## config.mk

```make
export PLATFORM = sky130hd
export DESIGN_NAME = jk_bank_ctrl
export DESIGN_NICKNAME = d
export VERILOG_FILES = /design/src/rtl/jk_bank_ctrl.sv
export SDC_FILE = /design/constraint.sdc
export NUM_CORES = 1
export LEC_CHECK = 0
export ABC_CLOCK_PERIOD_IN_PS = 1500
export CAP_MARGIN = 20
export CORE_MARGIN = 3
export CORE_UTILIZATION = 41
export CTS_CLUSTER_SIZE = 28
export DETAILED_ROUTE_END_ITERATION = 8
export PLACE_DENSITY = 0.75
export SYNTH_ARGS = -nofsm -noshare
export SYNTH_HDL_FRONTEND = slang
export SYNTH_SLANG_ARGS = --single-unit
```

## constraint.sdc

```tcl
create_clock -name clk1 -period 1.5 [get_ports clk1]
set_input_delay 0.3 -clock clk1 [delete_from_list [all_inputs] [get_ports clk1]]
set_output_delay 0.3 -clock clk1 [all_outputs]
set_load 0.005 [all_outputs]
```

## src/rtl/jk_bank_ctrl.sv

```systemverilog
// jk_bank_ctrl: command sequencer for a bank of JK flops sharing clk1.
// Drives registered J/K pulse trains (set/clear/toggle/hold) under a
// valid/ready command handshake and returns the bank Q on a response
// handshake. Optional feature macro: JK_VERIFY_EN (read-back check on rsp_err).
//
//   state  | meaning
//   IDLE   | ready for a command, J=K=0
//   DRIVE  | one cycle with the op pattern on J/K; bank updates leaving it
//   SETTLE | one quiet cycle (J=K=0); repeat DRIVE or capture Q
//   RESP   | rsp_valid high, rsp_q/rsp_err held until rsp_ready
module jk_bank_ctrl #(
    parameter int WIDTH = 8,
    parameter int CNT_W = 4
) (
    input  logic             clk1,
    input  logic             s_reset,
    input  logic             cmd_valid,
    output logic             cmd_ready,
    input  logic [1:0]       cmd_op,
    input  logic [WIDTH-1:0] cmd_mask,
    input  logic [CNT_W-1:0] cmd_count,
    output logic [WIDTH-1:0] jk_j,
    output logic [WIDTH-1:0] jk_k,
    input  logic [WIDTH-1:0] jk_q,
    output logic             rsp_valid,
    input  logic             rsp_ready,
    output logic [WIDTH-1:0] rsp_q,
    output logic             rsp_err,
    output logic             busy
);

    typedef enum logic [1:0] {ST_IDLE, ST_DRIVE, ST_SETTLE, ST_RESP} state_t;

    state_t           state_q, state_d;
    logic [1:0]       op_q, op_d;
    logic [WIDTH-1:0] mask_q, mask_d;
    logic [CNT_W-1:0] rem_q, rem_d;
    logic [WIDTH-1:0] rsp_data_q, rsp_data_d;
    logic [WIDTH-1:0] jk_j_q, jk_j_d;
    logic [WIDTH-1:0] jk_k_q, jk_k_d;
`ifdef JK_VERIFY_EN
    logic             first_q, first_d;
    logic             odd_q, odd_d;
    logic [WIDTH-1:0] exp_q, exp_d;
    logic             err_q, err_d;
`endif

    // J is asserted for set and toggle (op bit 0), K for clear and toggle (op bit 1).
    function automatic logic [WIDTH-1:0] pat_j(input logic [1:0] op, input logic [WIDTH-1:0] m);
        return op[0] ? m : '0;
    endfunction

    function automatic logic [WIDTH-1:0] pat_k(input logic [1:0] op, input logic [WIDTH-1:0] m);
        return op[1] ? m : '0;
    endfunction

    // State and datapath registers; reset drops any in-flight command.
    always_ff @(posedge clk1 or posedge s_reset) begin
        if (s_reset) begin
            state_q    <= ST_IDLE;
            op_q       <= '0;
            mask_q     <= '0;
            rem_q      <= '0;
            rsp_data_q <= '0;
            jk_j_q     <= '0;
            jk_k_q     <= '0;
`ifdef JK_VERIFY_EN
            first_q    <= 1'b0;
            odd_q      <= 1'b0;
            exp_q      <= '0;
            err_q      <= 1'b0;
`endif
        end else begin
            state_q    <= state_d;
            op_q       <= op_d;
            mask_q     <= mask_d;
            rem_q      <= rem_d;
            rsp_data_q <= rsp_data_d;
            jk_j_q     <= jk_j_d;
            jk_k_q     <= jk_k_d;
`ifdef JK_VERIFY_EN
            first_q    <= first_d;
            odd_q      <= odd_d;
            exp_q      <= exp_d;
            err_q      <= err_d;
`endif
        end
    end

    // Next state; J/K are loaded only on the edge entering DRIVE so they are zero elsewhere.
    always_comb begin
        state_d    = state_q;
        op_d       = op_q;
        mask_d     = mask_q;
        rem_d      = rem_q;
        rsp_data_d = rsp_data_q;
        jk_j_d     = '0;
        jk_k_d     = '0;
`ifdef JK_VERIFY_EN
        first_d    = first_q;
        odd_d      = odd_q;
        exp_d      = exp_q;
        err_d      = err_q;
`endif
        case (state_q)
            ST_IDLE: begin
                if (cmd_valid) begin
                    op_d    = cmd_op;
                    mask_d  = cmd_mask;
                    rem_d   = (cmd_count == '0) ? CNT_W'(1) : cmd_count;
                    jk_j_d  = pat_j(cmd_op, cmd_mask);
                    jk_k_d  = pat_k(cmd_op, cmd_mask);
                    state_d = ST_DRIVE;
`ifdef JK_VERIFY_EN
                    first_d = 1'b1;
                    odd_d   = (cmd_count == '0) ? 1'b1 : cmd_count[0];
`endif
                end
            end
            ST_DRIVE: begin
                state_d = ST_SETTLE;
`ifdef JK_VERIFY_EN
                // Q has not yet seen the first pulse here, so it is the starting snapshot.
                if (first_q) begin
                    first_d = 1'b0;
                    case (op_q)
                        2'b01:   exp_d = jk_q | mask_q;
                        2'b10:   exp_d = jk_q & ~mask_q;
                        2'b11:   exp_d = jk_q ^ (odd_q ? mask_q : '0);
                        default: exp_d = jk_q;
                    endcase
                end
`endif
            end
            ST_SETTLE: begin
                if (rem_q > CNT_W'(1)) begin
                    rem_d   = rem_q - CNT_W'(1);
                    jk_j_d  = pat_j(op_q, mask_q);
                    jk_k_d  = pat_k(op_q, mask_q);
                    state_d = ST_DRIVE;
                end else begin
                    rsp_data_d = jk_q;
                    state_d    = ST_RESP;
`ifdef JK_VERIFY_EN
                    err_d      = (jk_q != exp_q);
`endif
                end
            end
            ST_RESP: begin
                if (rsp_ready) begin
                    state_d = ST_IDLE;
`ifdef JK_VERIFY_EN
                    err_d   = 1'b0;
`endif
                end
            end
            default: state_d = ST_IDLE;
        endcase
    end

    assign cmd_ready = (state_q == ST_IDLE);
    assign busy      = (state_q != ST_IDLE);
    assign rsp_valid = (state_q == ST_RESP);
    assign rsp_q     = rsp_data_q;
    assign jk_j      = jk_j_q;
    assign jk_k      = jk_k_q;
`ifdef JK_VERIFY_EN
    assign rsp_err   = err_q;
`else
    assign rsp_err   = 1'b0;
`endif

endmodule

```

==> impl_metrics.yaml <==
place:
  place.gp.congestion: 0.893
  io_buffers: 52
  dpl.hpwl_mm: 2.68
yosys:
  synth_largest_area_cell: "dfrtp_1"
  yosysUniqueCellTypes: 28
  yosysMostFrequentCell: "dfrtp_1"
  synthTopCellsByArea: "dfrtp_1 60%, a22o_1 8.5%, nand2_1 5.9%"
  async_reset_ff_share_pct: 100
  synth_ff_type: "dfrtp_1"
  synth_nets: 170
  ys_ff_latch: 40
  postSynthAreaPerCell_um2: 11.7
  yosysTopAreaCellShare_pct: 60.4
  syn_area_mm2: 0.00166
  synthTopCellsByCount: "40 x dfrtp_1, 26 x nand2_1, 16 x a22o_1"
  synth_sequential_area_ratio_pct: 60.4
  synth_cells: 142
  synth_edf_count: 0
  yosysWarnings: 0
hold_path:
  hp-class: "primary input to async pin"
cts:
  cts_buffer_depth: 2
  cts_buffers: 5
  clk_pin_slew_ns: 0.07
  htree_levels: 2
  cts_tree: "yes"
  hold_buffers: 0
  clock_latency_ns: 0.29
  cts_root_buffer: "clkbuf_8"
  numClockSinks: 40
route:
  first_pass_iters: 4
  via_count: 1357
  drt_iter0_drc: 62
  via_per_inst: 5.08
  drc: 0
  wl_mm: 3.92
  routedWlPerCell_um: 14.7
  postRouteAntennaNets: 0
timing:
  final.setup_skew_ns: 0.00594
  rsz0062_at_grt: "yes"
  setup_violations: 29
  fin_setup_tns_ns: -1.07
  hold_viol: 0
  timing.hold.ws_ns: 0.213
  final-max-slew-violation-count: 0
  final_critical_path_setup_slack_ns: -0.0664
  fmax_mhz: 638
  period_share_pct: 104
  layout_min_cycle_time_ns: 1.57
worst_setup_path:
  startpoint: "state_q[0]"
  cpMaxStageDelayCell: "dfrtp_2"
  slowest_delay_ns: 0.41
  rrSetupSlack_ns: -0.07
  crit_buf_inv: 2
  worstPathRequired_ns: 1.68
  arrival_ns: 1.74
  startpoint_type: "flop"
  crit_family: "simple AND/OR/NAND/NOR gates"
  path_cells: "buf_6 -> nand2b_4 -> nor4_4 -> buf_4 -> mux2_4"
  end_kind: "flop"
  critPathKind: "flop to flop"
  rr_startpoint: "state_q[0]"
  path_max_fanout: 4
outcome:
  status: "finished, violations left"
  violations: "setup timing"
global_route:
  grt_pass1_vias: 1374
  antenna_found_initial: 0
  gr-total-overflow: 0
  grt_usage_pct: 17.1
  grt_max_degree: 38
  grt_pass1_wl_mm: 6.53
power:
  powerDensity_mw_per_mm2: 1690
  ir_drop_uv: 822
  power_leakage_nw: 1.28
floorplan:
  die-area_mm2: 0.00484
  row_count: 22
  start_util_pct: 44.0
  core-area_mm2: 0.00377
  die_y_um: 69.6
  die_x_um: 69.6
  ios: 54
run:
  cap_violations: 0
final_layout:
  drive_gt1_share_pct: 27.9
  finalNetCount: 247
  area_growth_pct: 57.4
  diodes: 0
## worst paths after layout
path | to | cells after the start
max in group asynchronous | state_q[1] | 3
worst max register to register | rsp_q[6] | 5
worst min register to register | op_q[0] | 1
worst max-delay path | rsp_q[6] | 5
worst min-delay path | rsp_q[7] | 2
min in group clk1 | op_q[0] | 1
## routing by layer
layer / vias to the layer above / wire (um) / global-route usage (%) / share of wire (%)
met1: 644 / 1670 / 21.3 / 43
met5: - / 0 / 0 / 0
met2: 62 / 1870 / 26.7 / 48
met4: 0 / 60 / 7.81 / 1.5
met3: 9 / 322 / 6.09 / 8.2
li1: 642 / - / - / -
## sequential cells by signal, indices dropped and copies added, names as in the netlist
signal,cells
state_q,2
jk_j,8
rsp_q,8
jk_k,8
mask_q,8
op_q,2
rem_q,4
## cell usage in the layout, fill, tap and decap left out, types with 2 or more instances in the layout
master	synthesis	layout
a22o_1	16	16
dlymetal6s2s_1	0	4
a21o_1	3	3
mux2_4	0	8
a21oi_1	3	3
nor3_1	2	2
ha_4	0	2
inv_1	7	5
buf_6	0	4
and2_4	0	2
nand2_1	26	26
clkbuf_8	0	5
dfrtp_2	0	2
buf_4	1	20
clkbuf_2	0	2
o22ai_2	0	2
nor2_1	5	2
nor2_4	0	2
dfrtp_1	40	38
and3_1	3	3
clkdlybuf4s50_1	0	45
inv_2	0	2
## kinds of logic after synthesis
family	Yosys count	synth area share (%)
buffers and inverters	14	3.62
DFF	40	60.4
and+or+nand+nor	43	12.8
AOI/OAI and AO/OA	33	15.4
muxes	9	6.04
adders and majority gates	2	1.51
other	1	0.226
## power by group
part | internal (mW) | total, mW | leakage (nW) | switching [mW]
registers | 1.51 | 1.80 | 0.508 | 0.285
clock network | 0.314 | 0.662 | 0.0400 | 0.348
logic | 1.22 | 1.94 | 0.728 | 0.727
## metrics by stage
stage               cell area [um2]  power (mW)  instances  setup slack (ns)  util (%)
floorplan                      1700        2.50        142           -0.0524         -
global placement               2340        3.36        247           -0.0393      62.0
detailed placement             2340        3.42        247            -0.126      62.0
CTS                            2540        4.30        260            -0.111      67.4
global route                   2610        4.70        267            -0.149      69.2
finish                         2610        4.40        267           -0.0664      69.2
## worst reg2reg max path: stages, from the launching register on
cell	delay (ns)
dfrtp_2	0.41
buf_6	0.12
nand2b_4	0.14
nor4_4	0.28
buf_4	0.20
mux2_4	0.30
## cell type report
cell class,count,area (um2)
repair buffers,77,734
fillers,266,1160
multi-input cells,88,703
flip-flops and latches,40,1000
clock inverters,2,12.5
inverters,7,26.3
well taps,48,60.1
clock buffers,5,68.8
## repair_timing
action                                  4_1_cts  5_1_grt
cloned                                        1        0
resized for setup                            29       11
endpoints found under the setup margin       31       37
buffers inserted                              5        7
pin swaps                                     8        3
No activity file was read; power rests on OpenSTA's default activity.
==> variant (same flow settings) <==
Make the reset (`s_reset`) synchronous in one clocked block.
--- a/src/rtl/jk_bank_ctrl.sv
+++ b/src/rtl/jk_bank_ctrl.sv
@@ -57,3 +57,3 @@
     // State and datapath registers; reset drops any in-flight command.
-    always_ff @(posedge clk1 or posedge s_reset) begin
+    always_ff @(posedge clk1) begin
         if (s_reset) begin
Function: differs if s_reset is asserted again (counterexample within 4 cycles, from zero or initial values and one cycle with s_reset high); with s_reset held inactive, the same outputs for 10 cycles.
==> variant against the unedited design <==
The flow still finishes with violations (setup timing); sequential cell count unchanged; design area decreased by 2.2%; cell count increased by 12%; clock skew increased by 0.00082 ns; worst setup slack improved by 0.043 ns; non-clock buffer count unchanged; wire length decreased by 0.28%; critical path depth increased by 1; synthesized area decreased by 2.4%; first-iteration DRC count increased by 35%.
Power is not compared: it rests on default switching activity, and its combinational part moved more than twofold at a synthesized area within 25%.
==> variant: results (changes against the unedited design) <==
Run status
  • Outcome: finished, violations left
  • Failing checks: setup timing

GRT
  • Largest net degree at the start of global routing: 18 (-53%)
  • First-pass GRT wire length: 6290 um (-3.7%)
  • Vias in the first global route: 1,448 (+5.4%)

Placement
  • Gpl congestion: 0.839 (-6.1%)
  • Placed inst area: 0.00224 mm2 (-4.3%)

Timing
  • Hold Slack: 0.489 ns (+0.276 ns)
  • Final Setup Violations: 2 (-93%)
  • Clock Skews: 0.00676 ns (+0.000820 ns)
  • Slack of the critical path: -0.0233 ns (+0.0431 ns)

Synthesis
  • Net Count, Synth: 208 (+22%)
  • Top cells by area, synth: dfxtp_1 (49%), nor2_1 (8.4%), a22oi_1 (7.4%)
  • Post-synth ARST share: 0% (-100 points)
  • Synth cell types: 36 (+29%)
  • Predominant post-synthesis flop cell: dfxtp_1
  • Sequential area share after synthesis: 49.5% (-11 points)
  • Synth cell count leaders: dfxtp_1 (40), nor2_1 (36), nand2_1 (20), a22oi_1 (16), a21oi_1 (14)

Route
  • 1st-iter DRT viols: 84 (+35%)
  • Met1 wire length: 1760 um (+5.6%)
  • Routed length on met2: 1800 um (-3.4%)
  • WL met3: 307 um (-4.7%)

Min path
  • Hold Crit Class: register to register

Critical path
  • Slowest-stage cell, CP: dfxtp_4
  • Worst r2r src: rem_q[0]
  • R2R cell count: 6 (+1)
  • Max stage delay on crit path: 0.39 ns (-0.02 ns)

Finish
  • Layout Nets: 279 (+13%)
  • Share of layout cells above drive strength 1: 23.8% (-4.0 points)
## variant: changes by cell type after synthesis, sizes merged, moves of 11 or more
cell | unedited run | this run
nor2 | 5 | 36
a22o | 16 | 0
dfxtp | 0 | 40
dfrtp | 40 | 0
a21oi | 3 | 14
a22oi | 0 | 16
## variant: final cells by class
type	instances	area [um2]	share of cell area, %
clock buffer	5	68.8	2.70
clock inverter	3	42.5	1.67
inverter	4	20.0	0.784
multi-input combinational	123	837	32.8
sequential	40	813	31.9
tap	48	60.1	2.35
timing repair buffer	77	711	27.8
## variant: cell families (layout without fill, tap and decap cells)
| kind of cell | count (synthesis) | in the layout | share of synthesized area [%] |
|---|---|---|---|
| AND/OR/NAND/NOR | 71 | 71 | 19.5 |
| flip-flops | 40 | 40 | 49.5 |
| adder cells (fa/ha/maj) | 2 | 2 | 1.55 |
| AO/OA/AOI/OAI | 40 | 40 | 17.9 |
| other | 1 | 1 | 0.232 |
| multiplexers | 8 | 8 | 4.95 |
| XOR/XNOR | 1 | 1 | 0.541 |
| buffers and inverters | 17 | 89 | 5.80 |
## variant: worst max path at each step
stage	start	endpoint	slack, ns
detailed placement	cmd_valid	jk_k[7]	-0.16
finish	rem_q[0]	rem_q[0]	-0.02
global route	rem_q[1]	rem_q[0]	-0.09
CTS	rem_q[1]	rem_q[0]	-0.01
global placement	cmd_valid	jk_k[7]	-0.14
floorplan	rem_q[1]	rem_q[0]	0.05
## variant: per-stage QoR
step / instances / setup slack [ns] / TNS (ns)
global route: 300 / -0.0935 / -0.424
global placement: 282 / -0.135 / -1.95
finish: 300 / -0.0233 / -0.0308
detailed placement: 282 / -0.159 / -2.20
floorplan: 180 / 0.0451 / 0
CTS: 296 / -0.0105 / -0.0105
## variant: critical path, delay by kind of cell (launching register included)
kind | cells | cell delay (ns)
AOI/OAI and AO/OA | 3 | 0.63
DFF | 1 | 0.39
and+or+nand+nor | 1 | 0.24
adders and majority gates | 1 | 0.15
buffers and inverters | 1 | 0.04
## variant: repair_timing
action / in CTS / in global routing
pin swaps: 3 / 8
endpoints found under the setup margin: 22 / 26
resized for setup: 17 / 17
setup buffers: 6 / 4
## variant: metal layers
metal | track usage (%) | vias to the layer above
met3 | 7.29 | 5
met4 | 4.38 | 0
met2 | 29.0 | 54
li1 | - | 754
met5 | 0 | -
met1 | 22.0 | 706
## variant: power by group
group / leakage (nW) / internal [mW] / switching [mW]
registers: 0.328 / 1.12 / 0.0517
logic: 0.595 / 0.303 / 0.227
clock network: 0.0541 / 0.492 / 0.387
total: 0.977 / 1.91 / 0.666
